File: src/rtl/acia_rx_fifo_if.sv
// ---------------------------------------------------------------------------
// acia_rx_fifo_if
// Bundle of the receive-FIFO handshake signals between the ACIA bus/receiver
// logic (master) and the FIFO itself (slave). DEPTH must match the FIFO
// instance so that the count field has the right width.
// ---------------------------------------------------------------------------
interface acia_rx_fifo_if #(
    parameter int DEPTH = 16
) ();
    localparam int AW = $clog2(DEPTH);

    // Producer / consumer controls
    logic          clr;
    logic [7:0]    wr_dat;
    logic          wr_err;
    logic          wr_stb;
    logic          rd_stb;
    logic          ovr_clr;

    // FIFO status and head entry
    logic [7:0]    rd_dat;
    logic          rd_err;
    logic          empty;
    logic          full;
    logic [AW:0]   count;
    logic          ovr;

    modport master (
        output clr, wr_dat, wr_err, wr_stb, rd_stb, ovr_clr,
        input  rd_dat, rd_err, empty, full, count, ovr
    );

    modport slave (
        input  clr, wr_dat, wr_err, wr_stb, rd_stb, ovr_clr,
        output rd_dat, rd_err, empty, full, count, ovr
    );
endinterface

File: src/rtl/acia_rx_fifo.sv
// ---------------------------------------------------------------------------
// acia_rx_fifo
// Receive-side byte buffer between the ACIA serial receiver and the CPU
// register logic. Holds DEPTH entries of {err, data}; pointers are AW+1 bits
// so that full and empty are distinguishable without a separate counter.
//
// Optional build macro: ACIA_RX_FIFO_FWFT_EN
//   undefined : rd_dat/rd_err load the head entry on the edge of a valid pop
//   defined   : first-word fall-through; the head entry is shown continuously
//               and empty is delayed one cycle to line up with the data
//
// DEPTH must be a power of two and at least 2.
// ---------------------------------------------------------------------------
module acia_rx_fifo #(
    parameter  int DEPTH = 16,
    localparam int AW    = $clog2(DEPTH)
) (
    input  logic           clk,
    input  logic           rst,
    acia_rx_fifo_if.slave  bus
);

    localparam logic [AW:0] PTR_ZERO = (AW+1)'(0);
    localparam logic [AW:0] PTR_ONE  = (AW+1)'(1);
    localparam logic [AW:0] FULL_CNT = (AW+1)'(DEPTH);

    // Storage and state
    logic [8:0]  mem_r [DEPTH];
    logic [AW:0] wr_ptr_r;
    logic [AW:0] rd_ptr_r;
    logic [7:0]  rd_dat_r;
    logic        rd_err_r;
    logic        ovr_r;

    // Derived status and next-state terms
    logic [AW:0] count_s;
    logic        empty_int_s;
    logic        full_s;
    logic        pop_ok_s;
    logic        push_ok_s;
    logic        ovf_s;
    logic [AW:0] wr_ptr_nxt_s;
    logic [AW:0] rd_ptr_nxt_s;

`ifdef ACIA_RX_FIFO_FWFT_EN
    // Output register holds a valid head entry
    logic        show_vld_r;
    logic [AW:0] avail_s;
    logic        head_rdy_s;
    logic [8:0]  head_s;
`else
    logic [8:0]  pop_data_s;
`endif

    // Occupancy derived purely from the registered pointers
    always_comb begin
        count_s     = wr_ptr_r - rd_ptr_r;
        empty_int_s = (count_s == PTR_ZERO);
        full_s      = (count_s == FULL_CNT);
    end

    // Strobe qualification and next pointer values
    always_comb begin
        pop_ok_s     = 1'b0;
        push_ok_s    = 1'b0;
        ovf_s        = 1'b0;
        wr_ptr_nxt_s = wr_ptr_r;
        rd_ptr_nxt_s = rd_ptr_r;
`ifdef ACIA_RX_FIFO_FWFT_EN
        // The CPU can only pop what it has been shown
        pop_ok_s     = bus.rd_stb & show_vld_r;
`else
        pop_ok_s     = bus.rd_stb & ~empty_int_s;
`endif
        // A pop frees a slot in the same cycle, so full plus pop still accepts
        push_ok_s    = bus.wr_stb & (~full_s | pop_ok_s);
        ovf_s        = bus.wr_stb & full_s & ~pop_ok_s;
        if (push_ok_s) begin
            wr_ptr_nxt_s = wr_ptr_r + PTR_ONE;
        end else begin
            wr_ptr_nxt_s = wr_ptr_r;
        end
        if (pop_ok_s) begin
            rd_ptr_nxt_s = rd_ptr_r + PTR_ONE;
        end else begin
            rd_ptr_nxt_s = rd_ptr_r;
        end
    end

`ifdef ACIA_RX_FIFO_FWFT_EN
    // Head after this edge, only if it was already written before this edge
    always_comb begin
        avail_s    = wr_ptr_r - rd_ptr_nxt_s;
        head_rdy_s = (avail_s != PTR_ZERO);
        head_s     = mem_r[rd_ptr_nxt_s[AW-1:0]];
    end
`else
    // Current head entry, loaded into the output register on a valid pop
    always_comb begin
        pop_data_s = mem_r[rd_ptr_r[AW-1:0]];
    end
`endif

    // Array write; validity is tracked by the pointers so no reset is needed
    always_ff @(posedge clk) begin
        if (push_ok_s && !bus.clr) begin
            mem_r[wr_ptr_r[AW-1:0]] <= {bus.wr_err, bus.wr_dat};
        end
    end

    // Pointers and sticky overrun flag; clr flushes and overrides strobes
    always_ff @(posedge clk or negedge rst) begin
        if (!rst) begin
            wr_ptr_r <= PTR_ZERO;
            rd_ptr_r <= PTR_ZERO;
            ovr_r    <= 1'b0;
        end else if (bus.clr) begin
            wr_ptr_r <= PTR_ZERO;
            rd_ptr_r <= PTR_ZERO;
            ovr_r    <= 1'b0;
        end else begin
            wr_ptr_r <= wr_ptr_nxt_s;
            rd_ptr_r <= rd_ptr_nxt_s;
            // A drop in the same cycle as a clear request keeps the flag set
            if (ovf_s) begin
                ovr_r <= 1'b1;
            end else if (bus.ovr_clr) begin
                ovr_r <= 1'b0;
            end else begin
                ovr_r <= ovr_r;
            end
        end
    end

`ifdef ACIA_RX_FIFO_FWFT_EN
    // Fall-through output register: refresh from the array whenever a head exists
    always_ff @(posedge clk or negedge rst) begin
        if (!rst) begin
            rd_dat_r   <= 8'h00;
            rd_err_r   <= 1'b0;
            show_vld_r <= 1'b0;
        end else if (bus.clr) begin
            rd_dat_r   <= 8'h00;
            rd_err_r   <= 1'b0;
            show_vld_r <= 1'b0;
        end else if (head_rdy_s) begin
            rd_err_r   <= head_s[8];
            rd_dat_r   <= head_s[7:0];
            show_vld_r <= 1'b1;
        end else begin
            // Nothing to show: keep the last byte, report empty
            rd_dat_r   <= rd_dat_r;
            rd_err_r   <= rd_err_r;
            show_vld_r <= 1'b0;
        end
    end
`else
    // Registered pop-load output: head entry captured on each valid pop
    always_ff @(posedge clk or negedge rst) begin
        if (!rst) begin
            rd_dat_r <= 8'h00;
            rd_err_r <= 1'b0;
        end else if (bus.clr) begin
            rd_dat_r <= 8'h00;
            rd_err_r <= 1'b0;
        end else if (pop_ok_s) begin
            rd_err_r <= pop_data_s[8];
            rd_dat_r <= pop_data_s[7:0];
        end else begin
            rd_dat_r <= rd_dat_r;
            rd_err_r <= rd_err_r;
        end
    end
`endif

    // Status outputs come from registers or register-only logic
    assign bus.rd_dat = rd_dat_r;
    assign bus.rd_err = rd_err_r;
    assign bus.full   = full_s;
    assign bus.count  = count_s;
    assign bus.ovr    = ovr_r;
`ifdef ACIA_RX_FIFO_FWFT_EN
    assign bus.empty  = ~show_vld_r;
`else
    assign bus.empty  = empty_int_s;
`endif

endmodule

File: src/flat_wrapper.sv
// flat-port wrapper written by rule: the top's interface ports become plain ports
module acia_rx_fifo_flat 
#(
    parameter  int DEPTH = 16,
    localparam int AW    = $clog2(DEPTH)
)
  (clk, rst, bus_clr, bus_wr_dat, bus_wr_err, bus_wr_stb, bus_rd_stb, bus_ovr_clr, bus_rd_dat, bus_rd_err, bus_empty, bus_full, bus_count, bus_ovr);
  acia_rx_fifo_if #(.DEPTH(DEPTH)) bus_i ();
  input  logic clk;
  input  logic rst;
  input wire logic [$bits(bus_i.clr)-1:0] bus_clr;
  input wire logic [$bits(bus_i.wr_dat)-1:0] bus_wr_dat;
  input wire logic [$bits(bus_i.wr_err)-1:0] bus_wr_err;
  input wire logic [$bits(bus_i.wr_stb)-1:0] bus_wr_stb;
  input wire logic [$bits(bus_i.rd_stb)-1:0] bus_rd_stb;
  input wire logic [$bits(bus_i.ovr_clr)-1:0] bus_ovr_clr;
  output wire logic [$bits(bus_i.rd_dat)-1:0] bus_rd_dat;
  output wire logic [$bits(bus_i.rd_err)-1:0] bus_rd_err;
  output wire logic [$bits(bus_i.empty)-1:0] bus_empty;
  output wire logic [$bits(bus_i.full)-1:0] bus_full;
  output wire logic [$bits(bus_i.count)-1:0] bus_count;
  output wire logic [$bits(bus_i.ovr)-1:0] bus_ovr;
  assign bus_i.clr = bus_clr;
  assign bus_i.wr_dat = bus_wr_dat;
  assign bus_i.wr_err = bus_wr_err;
  assign bus_i.wr_stb = bus_wr_stb;
  assign bus_i.rd_stb = bus_rd_stb;
  assign bus_i.ovr_clr = bus_ovr_clr;
  assign bus_rd_dat = bus_i.rd_dat;
  assign bus_rd_err = bus_i.rd_err;
  assign bus_empty = bus_i.empty;
  assign bus_full = bus_i.full;
  assign bus_count = bus_i.count;
  assign bus_ovr = bus_i.ovr;
  acia_rx_fifo #(.DEPTH(DEPTH)) u_core (.clk(clk), .rst(rst), .bus(bus_i));
endmodule
File: config.mk
export PLATFORM = sky130hd
export DESIGN_NAME = acia_rx_fifo_flat
export DESIGN_NICKNAME = d
export VERILOG_FILES = /design/src/rtl/acia_rx_fifo_if.sv /design/src/rtl/acia_rx_fifo.sv /design/src/flat_wrapper.sv
export SDC_FILE = /design/constraint.sdc
export NUM_CORES = 1
export LEC_CHECK = 0
export ABC_AREA = 1
export CAP_MARGIN = 40
export CORE_MARGIN = 2
export CORE_UTILIZATION = 60
export CTS_CLUSTER_SIZE = 14
export DETAILED_ROUTE_END_ITERATION = 8
export GPL_ROUTABILITY_DRIVEN = 0
export HOLD_SLACK_MARGIN = 0.15
export PLACE_DENSITY = 0.79
export SYNTH_ARGS = -nofsm -noshare
export SYNTH_HDL_FRONTEND = slang
export SYNTH_SLANG_ARGS = --single-unit
File: constraint.sdc
create_clock -name clk -period 6.5 [get_ports clk]
set_clock_uncertainty 0.05 [all_clocks]
set_input_delay 0.975 -clock clk [delete_from_list [all_inputs] [get_ports clk]]
set_output_delay 0.975 -clock clk [all_outputs]
set_load 0.02 [all_outputs]
==> impl_metrics.yaml, run 1 <==
status:
  status: "completed"
sta:
  worst_slew_pin_slew_ns: 0.9276
  fmax_mhz: 221.7
  setup-tns-final_ns: 0
  hold_slack_ns: 0.4639
  maxSlewViolCount: 0
  rsz0062_at_grt: "no"
  period_needed_ns: 4.511
  period_share_pct: 69.41
  setup_viol: 0
  slew_headroom_pct: 37.93
  finalHoldViolations: 0
worst_setup_path:
  setup.worst_path.start: "u_core.rd_ptr_r[1]$_DFFE_PN0P_"
  worstSetupPathType: "reg -> out"
  crit_end: "bus_full"
  critical_path_required_ns: 5.47
  reg2reg_to: "u_core.mem_r[3][2]$_DFFE_PP_"
  path_cells: "buf_4, inv_1, fa_1, or2_1, nor2_2, nand2_1, nor2_1, clkdlybuf4s50_1"
  cp_max_fo: 63
  r2r_slack_ns: 2.85
  cpPeakStageDelay_ns: 0.62
  arrival_ns: 3.49
  end_kind: "primary output"
  reg2reg_from: "u_core.rd_ptr_r[1]$_DFFE_PN0P_"
  start_kind: "flop"
  reg2reg_depth: 10
  slowest_stage: "clkdlybuf4s50_1"
logic_synthesis:
  synthFlopType: "edfxtp_1"
  synthesis.instances: 627
  synth_fa_ha_area_share_pct: 1.877
  synthArstFlopShare_pct: 12.20
  yosysWarnings: 0
  synthMuxAreaShare_pct: 0
  yosysTopAreaCell: "edfxtp_1"
  synth_seq_area_share_pct: 68.28
  syn-cell-area_sq_mm: 0.007066
  syn_area_per_cell_sq_um: 11.27
  yosysUniqueCellTypes: 30
  yosys.area_share.simple_pct: 16.06
  synth_top_cell_area_share_pct: 61.20
  synth_top_family_by_area: "simple AND/OR/NAND/NOR gates"
  synth_seq_cells: 164
  synth_edf_count: 144
  synthTopCellsByArea: "edfxtp_1 (61%), dfrtp_1 (7.1%), nor2_1 (6.5%)"
  synth_compound_area_share_pct: 8.659
  synth.net_count: 652
  synth-xor-area-share_pct: 1.116
worst_hold_path:
  hold_path.class: "reg -> reg"
detailed_routing:
  dr.pass1.iters: 5
  drc: 0
  drt_wl_total_microns: 15250
  drtIter0Drc: 448
  wl_per_cell_microns: 18.97
  ant_nets: 0
  vias: 4802
  avgViaCountPerCell: 5.973
finish:
  areaGrowthSynthToFinish_pct: 13.09
  fill_cells: 790
  fin_util_pct: 69.68
  antenna_cells: 0
  instances_no_fill: 804
  drive_gt1_share_pct: 6.051
  fin_nets: 674
clocking:
  cts_setup_buffers: 0
  insertion_delay_ns: 0.43
  ctsResizeCount: 0
  cts_hold_buf: 0
  cts_tree: "built"
  cts_buffer_depth: 2
  cts_buffers: 17
  clk_pin_slew_ns: 0.06
  htreeDepth: 4
  clock-sinks: 164
  cts_root_buf: "clkbuf_16"
global_routing:
  grt_pass1_vias: 4697
  grt_max_degree: 78
  overflow: 0
  grt_pass1_wl_microns: 24250
  track_usage_pct: 25.62
  antenna_found_initial: 0
floorplanning:
  die_area_sq_mm: 0.01266
  start_util_pct: 61.61
  fp.dieH_microns: 112.5
  num_rows: 39
  die_w_microns: 112.5
  fp.coreArea_sq_mm: 0.01147
  ios: 32
placed_design:
  io_buffers: 31
  place_inst: 772
  hpwl_microns: 9594
power:
  powerDensity_mw_per_mm2: 388.1
  power_leakage_uw: 0.002909
  irDropWorstVdd_mv: 0.3478
flow_run:
  cap_violations: 0
[metrics by stage]
step / area [sq um] / power (uW) / worst slack, ns
finish: 7990 / 3101 / 1.989
global route: 7990 / 3251 / 1.711
CTS: 7983 / 3106 / 1.949
detailed placement: 7432 / 2178 / 2.425
global placement: 7397 / 2137 / 2.506
floorplan: 7066 / 1900 / 3.303
[how the worst min path moves through the flow]
| stage | startpoint | endpoint | slack (ns) | cells after the start |
|---|---|---|---|---|
| after floorplan | u_core.rd_ptr_r[3]$_DFFE_PN0P_ | u_core.rd_ptr_r[3]$_DFFE_PN0P_ | 0.49 | 2 |
| after global placement | u_core.bus.rd_err$_DFFE_PN0P_ | u_core.bus.rd_err$_DFFE_PN0P_ | 0.45 | 2 |
| after detailed placement | u_core.bus.rd_dat[1]$_DFFE_PN0P_ | u_core.bus.rd_dat[1]$_DFFE_PN0P_ | 0.45 | 2 |
| after CTS | u_core.bus.rd_dat[1]$_DFFE_PN0P_ | u_core.bus.rd_dat[1]$_DFFE_PN0P_ | 0.46 | 2 |
| after global routing | u_core.bus.rd_dat[0]$_DFFE_PN0P_ | u_core.bus.rd_dat[0]$_DFFE_PN0P_ | 0.47 | 2 |
| final | u_core.bus.rd_dat[1]$_DFFE_PN0P_ | u_core.bus.rd_dat[1]$_DFFE_PN0P_ | 0.46 | 2 |
[sequential cells by signal (all words and copies together) (netlist names)]
| register | flops |
|---|---|
| u_core.bus.rd_dat | 8 |
| u_core.bus.rd_err | 1 |
| u_core.rd_ptr_r | 5 |
| u_core.wr_ptr_r | 5 |
| u_core.mem_r | 144 |
| u_core.bus.ovr | 1 |
[layout make-up]
cell class              count  area, sq um  area share, %
clock buffers              21        440.4          5.512
clock inverters            10        110.1          1.378
inverters                  29        108.9          1.362
well taps                 143        178.9          2.239
repair buffers             36        367.9          4.604
multi-input cells         401         1958          24.51
flip-flops and latches    164         4826          60.40
[cell usage in the layout, fill, tap and decap left out, drive strengths merged, types with 18 or more instances in the layout]
cell	n
nor2	125
nand3	38
inv	27
clkbuf	21
clkdlybuf4s50	31
dfrtp	20
o21ai	81
nand2	101
o211ai	18
edfxtp	144
[layer usage]
| metal | vias to the layer above | track usage [%] | part of all wire [%] |
|---|---|---|---|
| li1 | 2226 | - | - |
| met1 | 2331 | 34.38 | 41 |
| met2 | 210 | 40.88 | 49 |
| met3 | 35 | 5.778 | 7.2 |
| met4 | 0 | 11.06 | 2.8 |
| met5 | - | 0 | 0 |
[cell families (layout without fill, tap and decap cells)]
kind of cell	Yosys count	after routing
buffers and inverters	62	96
AO/OA/AOI/OAI	111	111
AND/OR/NAND/NOR	271	271
XOR/XNOR	9	9
flip-flops	164	164
adder cells (fa/ha/maj)	10	10
[worst max-delay path: cells and delay by family (launching register included)]
kind | cells | cell delay, ns
and+or+nand+nor | 4 | 0.67
adders and majority gates | 1 | 0.56
buffers and inverters | 3 | 1.50
DFF | 1 | 0.32
[synth_stat cells, types with 9 or more instances]
master / number
buf_2: 19
clkbuf_1: 10
dfrtp_1: 20
edfxtp_1: 144
ha_1: 9
inv_1: 25
nand2_1: 99
nand3_1: 36
nor2_1: 123
o211ai_1: 18
o21ai_0: 62
o21ai_1: 19
o22ai_1: 9
[power breakdown]
| part | leakage (uW) | internal, uW | switching (uW) |
|---|---|---|---|
| clock network | 0.000250 | 558 | 378 |
| registers | 0.00157 | 1190 | 26.8 |
| logic | 0.00109 | 328 | 615 |
Power figures use the tool's default switching activity.
==> run 2: changes to the inputs <==
==> constraint.sdc (replaced) <==
create_clock -name clk -period 4.57 [get_ports clk]
set_clock_uncertainty 0.05 [all_clocks]
set_input_delay 0.6855 -clock clk [delete_from_list [all_inputs] [get_ports clk]]
set_output_delay 0.6855 -clock clk [all_outputs]
set_load 0.02 [all_outputs]
==> impl_metrics.yaml, run 2 (synthesized netlist as in run 1, its figures left out) <==
sta:
  maxSlewViolCount: 0
  period_share_pct: 83.56
  period_needed_ns: 3.819
  slew_headroom_pct: 42.53
  rsz0062_at_grt: "no"
  fin_ws_ns: 0.7513
  fmax_mhz: 261.9
  finalHoldViolations: 0
  setup_viol: 0
  setup-tns-final_ns: 0
  worst_slew_pin_slew_ns: 0.8589
  hold_slack_ns: 0.4628
clocking:
  cts_buffers: 17
  htreeDepth: 4
  cts_hold_buf: 0
  clk_pin_slew_ns: 0.07
  cts_setup_buffers: 0
  cts_tree: "built"
  cts_buffer_depth: 2
  cts_root_buf: "clkbuf_16"
  ctsResizeCount: 0
  clock-sinks: 164
  insertion_delay_ns: 0.43
worst_setup_path:
  path_delay_family: "buffers and inverters"
  path_cells: "inv_2, ha_1, a21oi_1, nand3_1, nand2_1, nand2_1, nor2_1, clkdlybuf4s50_1"
  slowest_stage: "dfrtp_1"
  cpPeakStageDelay_ns: 0.73
  worstSetupPathType: "reg -> out"
  cp_max_fo: 15
  start_kind: "flop"
  arrival_ns: 3.08
  crit_buf_inv: 2
  critical_path_required_ns: 3.83
  crit_top_cell: "nand2_1"
  end_kind: "primary output"
finish:
  seq_area_sq_mm: 0.004826
  fill_cells: 759
  antenna_cells: 0
  final_cell_mix: "edfxtp_1 (144), nor2_1 (123), nand2_1 (99)"
  largest_reg_flops: 144
  instances_no_fill: 805
  drive_gt1_share_pct: 6.949
  final_common_cell: "edfxtp_1"
  fin_nets: 674
  multiInputGateArea_sq_mm: 0.001958
  areaGrowthSynthToFinish_pct: 13.35
placed_design:
  io_buffers: 31
  place_ws_ns: 1.242
  hpwl_microns: 9616
  place_inst: 773
detailed_routing:
  dr.pass1.iters: 5
  drc: 0
  ant_nets: 0
  wl_per_cell_microns: 19.64
  drtIter0Drc: 586
  avgViaCountPerCell: 6.032
  vias: 4856
  drt_wl_total_microns: 15810
power:
  power_leakage_uw: 0.002933
  total_power_uw: 4480
  irDropWorstVdd_mv: 0.5989
  powerDensity_mw_per_mm2: 559.4
floorplanning:
  num_rows: 39
  fp.dieH_microns: 112.5
  fp.coreArea_sq_mm: 0.01147
  die_w_microns: 112.5
  die_area_sq_mm: 0.01266
  ios: 32
  start_util_pct: 61.61
flow_run:
  cap_violations: 0
global_routing:
  grt_pass1_wl_microns: 25570
  grt_max_degree: 77
  track_usage_pct: 26.75
  overflow: 0
  grt_pass1_vias: 4756
  antenna_found_initial: 0
worst_hold_path:
  hold_path.class: "reg -> reg"
status:
  status: "completed"
run 2: final timing paths:
check	endpoint	slack, ns	start	cells past startpoint
min in group asynchronous	u_core.wr_ptr_r[4]$_DFFE_PN0P_	0.51	rst	1
worst max-delay path	bus_full	0.75	u_core.rd_ptr_r[2]$_DFFE_PN0P_	8
max in group asynchronous	u_core.bus.rd_dat[2]$_DFFE_PN0P_	3.53	rst	2
worst min register to register	u_core.bus.rd_dat[0]$_DFFE_PN0P_	0.46	u_core.bus.rd_dat[0]$_DFFE_PN0P_	2
worst max register to register	u_core.mem_r[10][3]$_DFFE_PP_	1.19	u_core.rd_ptr_r[2]$_DFFE_PN0P_	9
worst min-delay path	u_core.bus.rd_dat[0]$_DFFE_PN0P_	0.46	u_core.bus.rd_dat[0]$_DFFE_PN0P_	2
run 2: power by group:
part	leakage [uW]	switching, uW	internal [uW]
clock network	0.000275	607	763
logic	0.00109	904	469
registers	0.00157	40.0	1700
run 2: worst reg2reg max path, stage by stage, from the launching register on:
cell and delay [ns]:
dfrtp_1 0.73, inv_2 0.25, ha_1 0.42, a21oi_1 0.19
nand2_1 0.07, nand2_1 0.06, nand2_1 0.13, nand4_4 0.18
nand3_4 0.21, nor2_1 0.73
run 2: per-layer routing:
layer / global-route usage (%) / up-vias / wire length [microns]
li1: - / 2230 / -
met5: 0 / - / 0
met3: 5.562 / 37 / 1573
met1: 37.66 / 2298 / 6314
met2: 41.24 / 291 / 7417
met4: 11.30 / 0 / 503
run 2: cell type report:
cell class / instances / area share [%]
flip-flops and latches: 164 / 60.26
multi-input cells: 401 / 24.45
clock buffers: 17 / 5.312
repair buffers: 36 / 4.593
well taps: 143 / 2.234
clock inverters: 15 / 1.797
inverters: 29 / 1.359
run 2: stage by stage:
step / util, % / cell area (sq um)
global placement: 64.57 / 7405
finish: 69.84 / 8009
global route: 69.84 / 8009
CTS: 69.84 / 8009
detailed placement: 64.88 / 7440
floorplan: - / 7066
==> run 3: changes to the inputs <==
--- a/config.mk
+++ b/config.mk
@@ -8,12 +8,12 @@
 export ABC_AREA = 1
 export CAP_MARGIN = 40
 export CORE_MARGIN = 2
-export CORE_UTILIZATION = 60
+export CORE_UTILIZATION = 54
 export CTS_CLUSTER_SIZE = 14
 export DETAILED_ROUTE_END_ITERATION = 8
 export GPL_ROUTABILITY_DRIVEN = 0
 export HOLD_SLACK_MARGIN = 0.15
-export PLACE_DENSITY = 0.79
+export PLACE_DENSITY = 0.75
 export SYNTH_ARGS = -nofsm -noshare
 export SYNTH_HDL_FRONTEND = slang
 export SYNTH_SLANG_ARGS = --single-unit
==> constraint.sdc (replaced) <==
create_clock -name clk -period 3.3 [get_ports clk]
set_clock_uncertainty 0.05 [all_clocks]
set_input_delay 0.495 -clock clk [delete_from_list [all_inputs] [get_ports clk]]
set_output_delay 0.495 -clock clk [all_outputs]
set_load 0.02 [all_outputs]
==> impl_metrics.yaml, run 3 (synthesized netlist as in run 1, its figures left out) <==
status:
  status: "completed"
finish:
  areaGrowthSynthToFinish_pct: 15.26
  drive_gt1_share_pct: 8.395
  final_cell_area_sq_mm: 0.008144
  largest_reg_flops: 144
  fin_nets: 694
  final_cell_mix: "edfxtp_1 (144), nor2_1 (123), nand2_1 (99)"
  antenna_cells: 0
  final_common_cell: "edfxtp_1"
detailed_routing:
  dr.pass1.iters: 5
  ant_nets: 0
  drt_wl_total_microns: 15330
  drc: 0
  avgViaCountPerCell: 5.653
  drtIter0Drc: 616
  vias: 4811
  wl_per_cell_microns: 18.01
worst_setup_path:
  worstSetupPathType: "reg -> out"
  start_kind: "flop"
  reg2reg_to: "u_core.mem_r[4][0]$_DFFE_PP_"
  reg2reg_from: "u_core.wr_ptr_r[0]$_DFFE_PN0P_"
  cp_max_fo: 5
  crit_end: "bus_count[4]"
  reg2reg_depth: 12
  arrival_ns: 2.63
  r2r_slack_ns: 0.58
  end_kind: "primary output"
  critical_path_required_ns: 2.75
  setup.worst_path.start: "u_core.wr_ptr_r[0]$_DFFE_PN0P_"
floorplanning:
  die_area_sq_mm: 0.01402
  ios: 32
  num_rows: 41
  fp.dieH_microns: 118.4
  fp.coreArea_sq_mm: 0.01272
  die_w_microns: 118.4
  start_util_pct: 55.54
clocking:
  cts_hold_buf: 0
  cts_buffers: 17
  ctsResizeCount: 3
  clk_pin_slew_ns: 0.06
  htreeDepth: 4
  cts_setup_buffers: 0
  clock-sinks: 164
  insertion_delay_ns: 0.42
  cts_buffer_depth: 2
  cts_root_buf: "clkbuf_16"
  cts_tree: "built"
power:
  irDropWorstVdd_mv: 0.4242
  power_leakage_uw: 0.003018
  powerDensity_mw_per_mm2: 744.4
global_routing:
  grt_pass1_wl_microns: 24010
  overflow: 0
  antenna_found_initial: 0
  grt_pass1_vias: 4503
  grt_max_degree: 77
  track_usage_pct: 22.86
placed_design:
  placed_area_sq_mm: 0.007614
  hpwl_microns: 9424
  io_buffers: 31
  place_ws_ns: 0.1642
flow_run:
  cap_violations: 0
sta:
  finalHoldViolations: 0
  rsz0062_at_grt: "no"
  fin_ws_ns: 0.1247
  period_needed_ns: 3.175
  setup_viol: 0
  fmax_mhz: 314.9
  worst_slew_pin_slew_ns: 0.7743
  setup-tns-final_ns: 0
  slew_headroom_pct: 48.19
  period_share_pct: 96.22
  maxSlewViolCount: 0
worst_hold_path:
  hold_path.class: "in -> async"
run 3: critical path: stages (launching register included):
cell and delay [ns]:
dfrtp_1 0.43, inv_2 0.12, ha_1 0.15, inv_1 0.06, fa_1 0.46, nand3_1 0.15, nand3_1 0.12, nand2_2 0.11
clkdlybuf4s50_1 0.61
run 3: how the worst min path moves through the flow:
stage,from,end,slack [ns],cells after the start
2_1_floorplan,rst,u_core.bus.ovr$_DFFE_PN0P_,0.15,0
3_3_place_gp,u_core.bus.rd_dat[3]$_DFFE_PN0P_,u_core.bus.rd_dat[3]$_DFFE_PN0P_,0.45,2
4_1_cts,rst,u_core.wr_ptr_r[1]$_DFFE_PN0P_,0.24,1
6_report,rst,u_core.wr_ptr_r[1]$_DFFE_PN0P_,0.25,1
3_5_place_dp,u_core.bus.rd_dat[3]$_DFFE_PN0P_,u_core.bus.rd_dat[3]$_DFFE_PN0P_,0.44,2
5_1_grt,rst,u_core.wr_ptr_r[0]$_DFFE_PN0P_,0.26,1
run 3: layer usage:
metal	wire, microns	share of wire, %	track usage, %
met1	6208	41	30.95
met2	7371	48	36.20
met3	1291	8.4	4.633
met4	454	3.0	9.821
met5	0	0	0
run 3: per-stage QoR:
step / power [uW] / cells / hold WS (ns) / utilization (%)
after floorplan: 3742 / 627 / 0.1494 / -
after global placement: 4252 / 821 / 0.4472 / 59.73
after detailed placement: 4310 / 822 / 0.4441 / 59.84
after CTS: 6082 / 851 / 0.2408 / 63.99
after global routing: 6370 / 851 / 0.2584 / 64.01
final: 6063 / 851 / 0.2484 / 64.01
run 3: power by group:
group / total [uW] / leakage (uW) / switching, uW / internal [uW]
sequential: 2400 / 0.00157 / 47.2 / 2350
clock: 1780 / 0.000257 / 702 / 1080
combinational: 1880 / 0.00119 / 1230 / 650
total: 6060 / 0.00302 / 1980 / 4080
run 3: cell type report:
cell class | instances | area (sq um)
clock inverters | 10 | 92.59
flip-flops and latches | 164 | 4826
clock buffers | 19 | 432.9
repair buffers | 56 | 505.5
well taps | 172 | 215.2
multi-input cells | 401 | 1963
inverters | 29 | 108.9
fillers | 975 | 4578
